### src/rtl/pb_event_pkg.sv
// pb_event_pkg: shared types and helpers for the push-button gesture classifier.
// The state enum lives here so that the classifier and anything that observes
// it share one encoding.
package pb_event_pkg;

    typedef enum logic [2:0] {
        IDLE,
        HELD,
        LONG_HELD,
        WAIT_SECOND,
        SECOND_HELD
    } pb_state_e;

    // Width of a counter that can reach the largest of the three intervals.
    function automatic int pb_timer_width(input int long_cycles,
                                          input int dclick_cycles,
                                          input int repeat_cycles);
        int m;
        m = long_cycles;
        if (dclick_cycles > m) m = dclick_cycles;
        if (repeat_cycles > m) m = repeat_cycles;
        return $clog2(m + 1);
    endfunction

endpackage

### src/rtl/pb_event_timer.sv
// pb_event_timer: saturating up-counter with synchronous clear.
// Holds at all-ones instead of wrapping, so a long-idle gesture can never
// alias back onto a terminal count.
module pb_event_timer #(
    parameter int W = 4
) (
    input  logic         clk,
    input  logic         rst,
    input  logic         clear,
    input  logic         enable,
    output logic [W-1:0] count
);

    // Count up while enabled; clear wins over enable; stop at all-ones.
    always_ff @(posedge clk) begin
        if (rst || clear) begin
            count <= '0;
        end else if (enable && (count != {W{1'b1}})) begin
            count <= count + W'(1);
        end
    end

endmodule

### src/rtl/pb_event_classifier.sv
// pb_event_classifier: turns debounced press/release pulses into one-cycle
// gesture events (short press, long press, double click).
// Optional feature macro: PB_AUTOREPEAT_EN -- when defined, a held long press
// emits repeat_pulse every REPEAT_CYCLES; when undefined repeat_pulse is 0.
module pb_event_classifier
    import pb_event_pkg::*;
#(
    parameter int LONG_CYCLES   = 50_000_000,
    parameter int DCLICK_CYCLES = 25_000_000,
    parameter int REPEAT_CYCLES = 10_000_000
) (
    input  logic clk,
    input  logic rst,
    input  logic PB_pressed_pulse,
    input  logic PB_released_pulse,
    output logic short_press,
    output logic long_press,
    output logic double_click,
    output logic repeat_pulse,
    output logic busy
);

    localparam int TW = pb_timer_width(LONG_CYCLES, DCLICK_CYCLES, REPEAT_CYCLES);

    // Terminal counts are one less than the interval: the timer reads 0 in
    // the first cycle of a state, so the event lands exactly on the interval.
    localparam logic [TW-1:0] LONG_TERM   = TW'(LONG_CYCLES - 1);
    localparam logic [TW-1:0] DCLICK_TERM = TW'(DCLICK_CYCLES - 1);

    pb_state_e       state;
    pb_state_e       state_nxt;
    logic [TW-1:0]   timer;
    logic            timer_clr;
    logic            press;
    logic            release_;
    logic            short_nxt;
    logic            long_nxt;
    logic            dbl_nxt;

    assign press    = PB_pressed_pulse;
    assign release_ = PB_released_pulse;

    // State register.
    always_ff @(posedge clk) begin
        if (rst) begin
            state <= IDLE;
        end else begin
            state <= state_nxt;
        end
    end

    // Next-state logic; where two inputs race, the state's own priority
    // (release in held states, press in the double-click window) wins.
    always_comb begin
        state_nxt = state;
        case (state)
            IDLE: begin
                if (press) state_nxt = HELD;
            end
            HELD: begin
                if (release_)                state_nxt = WAIT_SECOND;
                else if (timer == LONG_TERM) state_nxt = LONG_HELD;
            end
            LONG_HELD: begin
                if (release_) state_nxt = IDLE;
            end
            WAIT_SECOND: begin
                if (press)                     state_nxt = SECOND_HELD;
                else if (timer == DCLICK_TERM) state_nxt = IDLE;
            end
            SECOND_HELD: begin
                if (release_) state_nxt = IDLE;
            end
            default: state_nxt = IDLE;
        endcase
    end

    // Event decode: the value each registered output takes next cycle.
    always_comb begin
        long_nxt  = (state == HELD) && !release_ && (timer == LONG_TERM);
        dbl_nxt   = (state == WAIT_SECOND) && press;
        short_nxt = (state == WAIT_SECOND) && !press && (timer == DCLICK_TERM);
    end

`ifdef PB_AUTOREPEAT_EN
    localparam logic [TW-1:0] REPEAT_TERM = TW'(REPEAT_CYCLES - 1);

    logic rep_nxt;

    // Repeat fires on the terminal count in LONG_HELD unless the release
    // arrives in the same cycle.
    always_comb begin
        rep_nxt = (state == LONG_HELD) && !release_ && (timer == REPEAT_TERM);
    end

    // A repeat restarts the period, just as a state change restarts a gesture.
    assign timer_clr = (state_nxt != state) || rep_nxt;

    // Registered repeat output.
    always_ff @(posedge clk) begin
        if (rst) begin
            repeat_pulse <= 1'b0;
        end else begin
            repeat_pulse <= rep_nxt;
        end
    end
`else
    assign timer_clr    = (state_nxt != state);
    assign repeat_pulse = 1'b0;
`endif

    // Registered gesture outputs; reset drops anything in flight.
    always_ff @(posedge clk) begin
        if (rst) begin
            short_press  <= 1'b0;
            long_press   <= 1'b0;
            double_click <= 1'b0;
        end else begin
            short_press  <= short_nxt;
            long_press   <= long_nxt;
            double_click <= dbl_nxt;
        end
    end

    assign busy = (state != IDLE);

    pb_event_timer #(
        .W(TW)
    ) u_timer (
        .clk    (clk),
        .rst    (rst),
        .clear  (timer_clr),
        .enable (1'b1),
        .count  (timer)
    );

endmodule
### config.mk
export PLATFORM = sky130hd
export DESIGN_NAME = pb_event_classifier
export DESIGN_NICKNAME = d
export VERILOG_FILES = /design/src/rtl/pb_event_pkg.sv /design/src/rtl/pb_event_timer.sv /design/src/rtl/pb_event_classifier.sv
export SDC_FILE = /design/constraint.sdc
export NUM_CORES = 1
export LEC_CHECK = 0
export ABC_AREA = 1
export BUFFER_PORTS_ARGS = -buffer_cell sky130_fd_sc_hd__buf_2
export CAP_MARGIN = 20
export CORE_MARGIN = 3
export CORE_UTILIZATION = 55
export DETAILED_ROUTE_END_ITERATION = 12
export PLACE_DENSITY = 0.72
export SLEW_MARGIN = 20
export SYNTH_ARGS = -nofsm -noshare
export SYNTH_HDL_FRONTEND = slang
export SYNTH_SLANG_ARGS = --single-unit
### constraint.sdc
create_clock -name clk -period 2.35 [get_ports clk]
set_input_delay 0.1175 -clock clk [delete_from_list [all_inputs] [get_ports clk]]
set_output_delay 0.1175 -clock clk [all_outputs]
set_load 0.02 [all_outputs]
==> summary.md, run 1 <==
| Metric | Value |
|---|---|
| Starting Density | between 50% and 60% |
| Syn Inst Count | 320 |
| First-pass GRT wire length | between 8 and 9 mm |
| Layout cells sized above 1 | about a fifth |
| Max-slew headroom | roughly two thirds |
| Number of max-slew violations in the final report | 0 |
| Avg Cell Area, Syn | 6.968 µm² |
| # DRC | 0 |
| Clock skew | 0.007497 ns |
| Overflow after GRT | 0 |
| GR Util All Layers | 21.46% |
| Largest net degree at the start of global routing | 27 |
| Diodes inserted | 0 |
| Critical Path End Type | flop |
| Top FF cell, synth | dfxtp_1 |
| Finished Layout Cells | 377 |
| Clock transition at path regs | ~0.070 ns |
| Inst Count DP | between 300 and 400 |
| Critical path type | flop to flop |
| Overall power | 1294 µW |
| Core Rows | 22 |
| Antenna-violating nets left | 0 |
| Outcome | finished clean |
| RSZ-0062 raised after global routing | false |
| Final hold vios | 0 |
| Share of the synthesized area in the top cell type | between 20% and 30% |
| Mapped Area | between 2000 and 2500 µm² |
| F_max | slightly below 500 MHz |
| Final critical-path share of the clock period | 87.99% |
| Crit-path max FO | 26 |
| Post-CTS Setup Bufs | 0 |
| P_leak | 0.0008910 µW |
| Core Box Area | between 3000 and 4000 µm² |
| Async S/R FF share, synth | 0% |
| RD Place Congestion | around 0.96 |
| Initial antenna violation count | 0 |
| Die Area | 4854 µm² |
| Fillers | 348 |
| Crit path required time | around 2.6 ns |
| Fin Setup TNS | 0 ns |
| Clock buffer depth | 2 |
| Final setup vio count | 0 |
| Slew at the pin closest to its max-slew limit | 0.5213 ns |
| Total CTS buffers | 5 |
| Tmin final | a little over 2 ns |
| I/O pin count | 9 |
| WL/cell | 12.59 µm |
| Layout Nets | 333 |
| CP arrival | ~2.3 ns |
| H-tree Lvls | 2 |
| Maximum vdd drop | between 0.3 and 0.4 mV |
| Worst setup SP type | flop |
| Max_cap viols | 0 |
| Port Buf Inserts | 7 |
| Dominant cells by area after synthesis | dfxtp_1 29%, nand2_1 11%, nor3_2 10% |
| Area grow syn2layout | 7.352% |
| Leading area contributor after synthesis | dfxtp_1 |
| Via density | between 5 and 6 |
| HP Class | input port to flop |
| Latest clock arrival within the worst-skew pair | ~0.28 ns |
| DR iter-0 viols | around 120 |
| Dpl hpwl | 3.625 mm |
| Yosys warns | 0 |
| Vias in the first global route | between 1500 and 2000 |
| Drt total wl | ~4.7 mm |
| TritonRoute pass-1 iters | 5 |
| Die Wd | approximately 70 µm |
| PwrDens | approximately 540 nW/µm² |
| EDFF count, synth | 0 |
| Root Driver | clkbuf_8 |
| Count of different cell masters after synthesis | 32 |
| Via count | a little under 2000 |
| Clock sinks | 32 |
| CTS tree | yes |
| FF+latch count, synth | 32 |
| Register area share after synthesis | 28.73% |
| Net count of the mapped netlist | about 330 |
| Die height | about 70 µm |
-- cell usage in the layout, fill, tap and decap left out, types with 3 or more instances in the layout --
cell type	instances
nor2_1	61
inv_1	32
nand2_2	8
nor3_1	21
buf_2	7
clkbuf_8	7
nor3_2	24
xor2_1	15
a21oi_1	5
nor2_2	5
xnor2_1	5
inv_2	3
nand2_1	65
nand3_1	15
nand4_1	5
dfxtp_1	32
-- per-stage QoR --
step           instance area, µm²  hold slack [ns]  setup slack, ns  utilization, %
2_1_floorplan                2230           0.1899           0.5941               -
3_3_place_gp                 2262           0.3530           0.3843           59.99
3_5_place_dp                 2262           0.3562           0.3077           59.99
4_1_cts                      2389          0.06460           0.2590           63.34
5_1_grt                      2394          0.08430         0.006497           63.47
6_report                     2394          0.06292           0.2822           63.47
-- cell type report --
type,instances,area (µm²),area share [%]
multi-input cells,244,1369,57.19
flip-flops and latches,32,640.6,26.76
inverters,37,142.6,5.959
clock buffers,7,96.34,4.025
well taps,48,60.06,2.509
repair buffers,8,55.05,2.300
clock inverters,1,30.03,1.255
-- critical path, cell delays in order, from the launching register on --
cell     delay, ns
dfxtp_1       0.40
ha_1          0.19
inv_1         0.11
nor2_8        0.17
inv_4         0.06
nor2_2        0.11
nand3_1       0.10
nand2_1       0.10
nand3_2       0.09
nand2_2       0.08
nand3_4       0.31
nor3_1        0.24
-- what timing repair did --
item                                   in CTS  in global routing
setup endpoints to repair                   0                  1
resized for setup                           0                  1
hold buffers                                0                  0
endpoints found under the hold margin       0                  0
-- final timing paths --
kind / start / end / slack [ns] / depth (start not counted)
max: u_timer.count[0] / u_timer.count[22] / 0.28 / 11
min: PB_pressed_pulse / short_press / 0.06 / 2
max reg2reg: u_timer.count[0] / u_timer.count[22] / 0.28 / 11
min reg2reg: state[1] / short_press / 0.58 / 2
-- power breakdown --
group	switching [µW]	internal [µW]	leakage [µW]
Combinational	108	47.6	0.000568
Sequential	7.26	550	0.000258
Clock	208	374	0.0000645
Total	323	971	0.000891
-- synth_stat cells, types with 2 or more instances --
cell / number
buf_4: 2
nor3b_1: 2
buf_12: 2
xor2_1: 15
nand3_1: 15
nor3_1: 22
nor2_1: 61
nand2_1: 65
inv_2: 3
nor2_4: 2
nor3_2: 23
inv_1: 32
a21oi_1: 5
dfxtp_1: 32
nor4_1: 2
buf_6: 2
nand4_1: 5
nor2_2: 5
xnor2_1: 5
nand2_2: 8
-- layer usage --
metal  vias to the layer above  global-route usage (%)  wire, µm
met1                       872                   28.60      2298
met2                        41                   33.69      2115
met4                         0                   8.298        83
li1                       1027                       -         -
met3                         8                   4.783       251
met5                         -                       0         0
-- state kept, by name, summed over array words and instances, names as in the netlist --
name and flops:
short_press 1, long_press 1, state 3, double_click 1, u_timer.count 26
-- logic make-up after synthesis --
group,count (synthesis),synth area share (%)
AOI/OAI and AO/OA,8,2.413
DFF,32,28.73
and+or+nand+nor,214,50.17
adders and majority gates,1,0.5611
other,1,0.1682
buffers and inverters,44,10.10
xor gates and xnor gates,20,7.856
Note: power is estimated with default switching activity, not from simulation.
==> run 2, diff against run 1 <==
--- a/config.mk
+++ b/config.mk
@@ -16,3 +16,4 @@
 export SYNTH_ARGS = -nofsm -noshare
 export SYNTH_HDL_FRONTEND = slang
+export SYNTH_HIERARCHICAL = 1
 export SYNTH_SLANG_ARGS = --single-unit
==> constraint.sdc (replaced) <==
create_clock -name clk -period 2.35 [get_ports clk]
set_input_delay 0.235 -clock clk [delete_from_list [all_inputs] [get_ports clk]]
set_output_delay 0.235 -clock clk [all_outputs]
set_load 0.02 [all_outputs]
==> run 2 against run 1 <==
  * Worst setup slack improved by 0.061 ns
  * Sequential cell count unchanged
  * Power decreased by 15%
  * Via count increased by 11%
  * Routed wire length up 4.8%
  * Highest routed layer unchanged
  * Combinational power decreased by 42%
  * Largest cell class unchanged
  * First-iteration DRC count grew 8.9%
  * Maximum frequency is 3.0% higher
  * Global-route usage shrank 0.48 points
==> summary.md, run 2 <==
| Metric | Value |
|---|---|
| Outcome | finished clean |
| P_leak | about 0.00082 µW |
| Post-CTS Setup Bufs | 0 |
| Top reg by flops | u_timer/count |
| Critical Path Slowest Stage Cell | dfxtp_1 |
| H-tree Lvls | 2 |
| Share of the synthesized area in the top cell type | slightly below 30% |
| Starting Density | 58.36% |
| Critical Path End Type | flop |
| Async S/R FF share, synth | 0% |
| # DRC | 0 |
| Initial antenna violation count | 0 |
| Max_cap viols | 0 |
| Fin Setup TNS | 0 ns |
| Clock transition at path regs | around 0.070 ns |
| Leading area contributor after synthesis | dfxtp_1 |
| Final setup vio count | 0 |
| First-pass GRT wire length | 8.328 mm |
| PostCTS Resize Cnt | 0 |
| Port Buf Inserts | 7 |
| Crit path required time | roughly 2.5 ns |
| Maximum vdd drop | about 0.33 mV |
| Clock sinks | 32 |
| Hold Crit Start | PB_pressed_pulse |
| Worst setup SP type | flop |
| I/O pin count | 9 |
| Count of different cell masters after synthesis | 26 |
| Critical path origin | u_timer/count[0] |
| Via count | approximately 2200 |
| CP most frequent cell | nor2_1 |
| CP bufs+invs | 1 |
| Number of max-slew violations in the final report | 0 |
| Most frequent cells in the layout | 98 x nand2_1, 74 x nor2_1, 44 x inv_1 |
| GR Util All Layers | a little over a fifth |
| CTS tree | yes |
| Largest register FFs | 26 |
| Tmin final | roughly 2.0 ns |
| Slew at the pin closest to its max-slew limit | approximately 0.5 ns |
| Largest delay share family, worst path | simple AND/OR/NAND/NOR gates |
| DR iter-0 viols | between 100 and 150 |
| Reg2reg start | u_timer/count[0] |
| Largest net degree at the start of global routing | a little over 40 |
| RSZ-0062 raised after global routing | false |
| Drt total wl | between 4 and 5 mm |
| TritonRoute pass-1 iters | 4 |
| Seq. cell area | about 640 µm² |
| Layout Nets | 375 |
| Largest registers | u_timer/count x26, state x3 |
| Final critical-path share of the clock period | 85.41% |
| Mapped Area | roughly 2200 µm² |
| Layout cells sized above 1 | between 10% and 20% |
| Area grow syn2layout | 6.357% |
| Root Driver | clkbuf_8 |
| Most common cell after layout, fill and taps aside | nand2_1 |
| Core Rows | 22 |
| EDFF count, synth | 0 |
| Clock skew | roughly 0.0032 ns |
| Clock buffer depth | 2 |
| Area occupied by multi-input gates | about 1300 µm² |
| Overflow after GRT | 0 |
| Commonest cells in the netlist | 98 x nand2_1, 74 x nor2_1, 44 x inv_1, 32 x dfxtp_1 |
| Antenna-violating nets left | 0 |
| Die Area | roughly 4800 µm² |
| Core Box Area | approximately 3700 µm² |
| Latest clock arrival within the worst-skew pair | about 0.28 ns |
| Vias in the first global route | between 1500 and 2000 |
| Register area share after synthesis | ~30% |
| CP arrival | 2.18 ns |
| Fillers | 382 |
| Via density | 5.196 |
| FF+latch count, synth | 32 |
| RD Place Congestion | ~0.96 |
| Crit-path max FO | 40 |
| HP Class | input port to flop |
| Dpl hpwl | about 3.7 mm |
| Die Wd | approximately 69 µm |
| Die height | slightly below 70 µm |
| Yosys warns | 6 |
| Final hold vios | 0 |
| PwrDens | about 470 nW/µm² |
| F_max | between 400 and 500 MHz |
| Dominant cells by area after synthesis | dfxtp_1 29%, nand2_1 17%, nor2_1 13% |
| Util after Layout | around 62% |
| Critical path type | flop to flop |
| Max-slew headroom | 66.33% |
| Total CTS buffers | 5 |
| Critical-path cell list | ha_1, inv_1, nor2_1, nand2_2, nor2_4, nand3_4, a21oi_1, nor2_1 |
| Cts hold-fix bufs | 0 |
| Max incr delay on CP | 0.42 ns |
| Most common cell in the netlist | nand2_1 |
| WL/cell | approximately 12 µm |
| Syn Inst Count | between 300 and 400 |
| Diodes inserted | 0 |
| Top FF cell, synth | dfxtp_1 |
| Avg Cell Area, Syn | approximately 6.0 µm² |
run 2: cell count changes in the layout (fill, tap and decap cells not counted), moves of 14 or more:
cell / change
nand2_1: +33
nor3_2: -23
a21oi_1: +22
xor2_1: -15
nor3_1: -14
run 2: logic make-up after synthesis:
| logic type | count (synthesis) | share of synthesized area (%) |
|---|---|---|
| simple gates | 243 | 51.66 |
| buf+inv | 53 | 10.65 |
| flops | 32 | 29.32 |
| xor+xnor | 1 | 0.4010 |
| other cells | 2 | 0.3438 |
| fa+ha+maj | 1 | 0.5726 |
| compound gates | 30 | 7.045 |
run 2: path summary, 6_finish.rpt:
path / end / slack [ns] / cells after the start
max: u_timer/count[14] / 0.34 / 8
min: short_press / 0.17 / 2
max reg2reg: u_timer/count[14] / 0.34 / 8
min reg2reg: u_timer/count[24] / 0.50 / 2
run 2: final cells by class:
class / instances / area share, %
clock buffer: 7 / 4.146
inverter: 45 / 7.270
multi-input combinational: 278 / 56.60
sequential: 32 / 27.57
tap: 48 / 2.585
timing repair buffer: 8 / 1.831
run 2: metal layers:
metal | global-route usage, % | vias to the layer above | wire length [µm]
met5 | 0 | - | 0
met4 | 7.158 | 0 | 85
met3 | 4.665 | 8 | 278
met2 | 33.37 | 43 | 2216
met1 | 27.97 | 967 | 2398
li1 | - | 1154 | -
run 2: stage by stage:
step | worst slack, ns | power, µW | hold WS, ns | std cells | area, µm²
6_report | 0.3429 | 1103 | 0.1700 | 418 | 2323
3_5_place_dp | 0.3671 | 655.0 | 0.4642 | 411 | 2227
2_1_floorplan | 0.8054 | 634.2 | 0.3041 | 363 | 2188
3_3_place_gp | 0.4086 | 653.1 | 0.4652 | 411 | 2227
5_1_grt | 0.1598 | 1159 | 0.1765 | 418 | 2323
4_1_cts | 0.3380 | 1119 | 0.1623 | 418 | 2323
run 2: report_power, final:
part / switching [µW] / total (µW) / internal, µW
sequential: 7.18 / 555 / 548
clock: 199 / 459 / 261
combinational: 59.7 / 89.2 / 29.5
total: 266 / 1100 / 838
==> run 3, diff against run 2 <==
HOLD_SLACK_MARGIN = 0.06   (was not set)
RECOVER_POWER = 100   (was not set)
==> run 3 against run 2 <==
  * Worst setup slack worse by 0.019 ns
  * Power about the same
  * Sequential power about the same
  * Non-clock buffer count unchanged
  * Global-route usage unchanged
  * Core utilization down 0.20 points
  * Critical path depth unchanged
  * Sequential share of layout area up 0.089 points
  * Register-to-register slack worse by 0.02 ns
  * Highest routed layer unchanged
  * Clock skew up 0.0013 ns
  * Cell count unchanged
  * Design area down 0.32%
==> summary.md, run 3 (synthesized netlist as in run 2, its figures left out) <==
| Metric | Value |
|---|---|
| Outcome | finished clean |
| Die height | ~69 µm |
| Largest register FFs | 26 |
| PwrDens | 476.8 nW/µm² |
| Hold Crit Start | PB_pressed_pulse |
| GR Util All Layers | between 20% and 30% |
| Post-CTS Setup Bufs | 0 |
| First-pass GRT wire length | about 8.3 mm |
| Hold path depth | 2 |
| Most frequent cells in the layout | 99 x nand2_1, 74 x nor2_1, 45 x inv_1 |
| Core Box Area | 3744 µm² |
| Crit path depth | 8 |
| Die Area | between 4000 and 5000 µm² |
| Critical-path cell list | ha_1, inv_1, nor2_1, nand2_2, nor2_4, nand3_4, a21oi_1, nor2_1 |
| CP most frequent cell | nor2_1 |
| Vias in the first global route | 1905 |
| RSZ-0062 raised after global routing | false |
| Tmin final | 2.026 ns |
| Via density | 5.225 |
| HP Class | input port to flop |
| Cts hold-fix bufs | 0 |
| Critical path type | flop to flop |
| Reg2reg path depth | 8 |
| Crit path required time | ~2.5 ns |
| Worst setup SP type | flop |
| Largest registers | u_timer/count x26, state x3 |
| Largest net degree at the start of global routing | 41 |
| I/O pin count | 9 |
| Core Rows | 22 |
| Total CTS buffers | 5 |
| Root Driver | clkbuf_8 |
| Layout cells sized above 1 | 9.730% |
| Initial antenna violation count | 0 |
| Die Wd | 69.03 µm |
| CP bufs+invs | 1 |
| Starting Density | between 50% and 60% |
| H-tree Lvls | 2 |
| Clock transition at path regs | approximately 0.070 ns |
| WL/cell | around 12 µm |
| Crit-path max FO | 40 |
| Overflow after GRT | 0 |
| Dpl cell area | 2227 µm² |
| CTS tree | yes |
| Fin Setup TNS | 0 ns |
| Antenna-violating nets left | 0 |
| Port Buf Inserts | 7 |
| Inst Count DP | 411 |
| Final critical-path share of the clock period | around 86% |
| Most common cell after layout, fill and taps aside | nand2_1 |
| Fillers | 382 |
| Critical Path Slowest Stage Cell | dfxtp_1 |
| DR iter-0 viols | between 100 and 150 |
| Critical path origin | u_timer/count[0] |
| Final setup vio count | 0 |
| Layout Nets | 375 |
| Final hold vios | 0 |
| Fin area | 2316 µm² |
| Clock buffer depth | 2 |
| Slew at the pin closest to its max-slew limit | 0.5130 ns |
| Max incr delay on CP | approximately 0.42 ns |
| Drt total wl | about 5 mm |
| Clock sinks | 32 |
| Maximum vdd drop | 0.3269 mV |
| RD Place Congestion | approximately 0.96 |
| Largest delay share family, worst path | simple AND/OR/NAND/NOR gates |
| Reg2reg start | u_timer/count[0] |
| Latest clock arrival within the worst-skew pair | ~0.28 ns |
| Diodes inserted | 0 |
| Top reg by flops | u_timer/count |
| Max-slew headroom | 65.80% |
| CP arrival | roughly 2.2 ns |
| TritonRoute pass-1 iters | 4 |
| Number of max-slew violations in the final report | 0 |
| Hold WS | 0.1681 ns |
| Via count | approximately 2200 |
| Clock skew | 0.004447 ns |
| Dpl hpwl | 3.748 mm |
| F_max | around 500 MHz |
| Critical Path End Type | flop |
| Max_cap viols | 0 |
| PostCTS Resize Cnt | 0 |
| Finished Layout Cells | 418 |
| # DRC | 0 |
| Area grow syn2layout | 6.014% |
| P_leak | 0.0008043 µW |
==> run 3: changes by cell type in the layout (fill, tap and decap cells not counted) <==
| cell | before | now |
|---|---|---|
| nand2_2 | 4 | 3 |
| inv_2 | 1 | 0 |
| buf_2 | 7 | 3 |
| nand2_1 | 98 | 99 |
| clkbuf_1 | 0 | 4 |
| inv_1 | 44 | 45 |
==> run 3: worst paths after layout <==
check,endpoint,slack [ns]
worst max-delay path,u_timer/count[14],0.32
worst min-delay path,short_press,0.17
worst max register to register,u_timer/count[14],0.32
worst min register to register,u_timer/count[24],0.50
==> run 3: final cells by class <==
cell class              count  area [µm²]  share of cell area [%]
multi-input cells         278        1313                   56.67
flip-flops and latches     32       640.6                   27.66
inverters                  45       168.9                   7.293
clock buffers               7       96.34                   4.160
well taps                  48       60.06                   2.593
repair buffers              8       37.54                   1.621
==> run 3: power by group <==
part | internal (µW) | switching, µW | total (µW)
Combinational | 28.7 | 60.7 | 89.4
Sequential | 548 | 7.25 | 555
Clock | 261 | 199 | 460
==> run 3: metrics by stage <==
stage          worst slack [ns]  util (%)  power (µW)
2_1_floorplan            0.8054         -       634.2
5_1_grt                  0.1598     61.87        1158
3_3_place_gp             0.4086     59.49       653.1
4_1_cts                  0.3380     62.07        1119
3_5_place_dp             0.3671     59.49       655.0
6_report                 0.3243     61.87        1104
==> run 3: layer usage <==
layer	GRT usage, %	wire length [µm]	vias up
met4	7.158	85	0
met2	33.37	2188	49
met5	0	0	-
met3	4.665	296	9
li1	-	-	1153
met1	27.97	2473	973
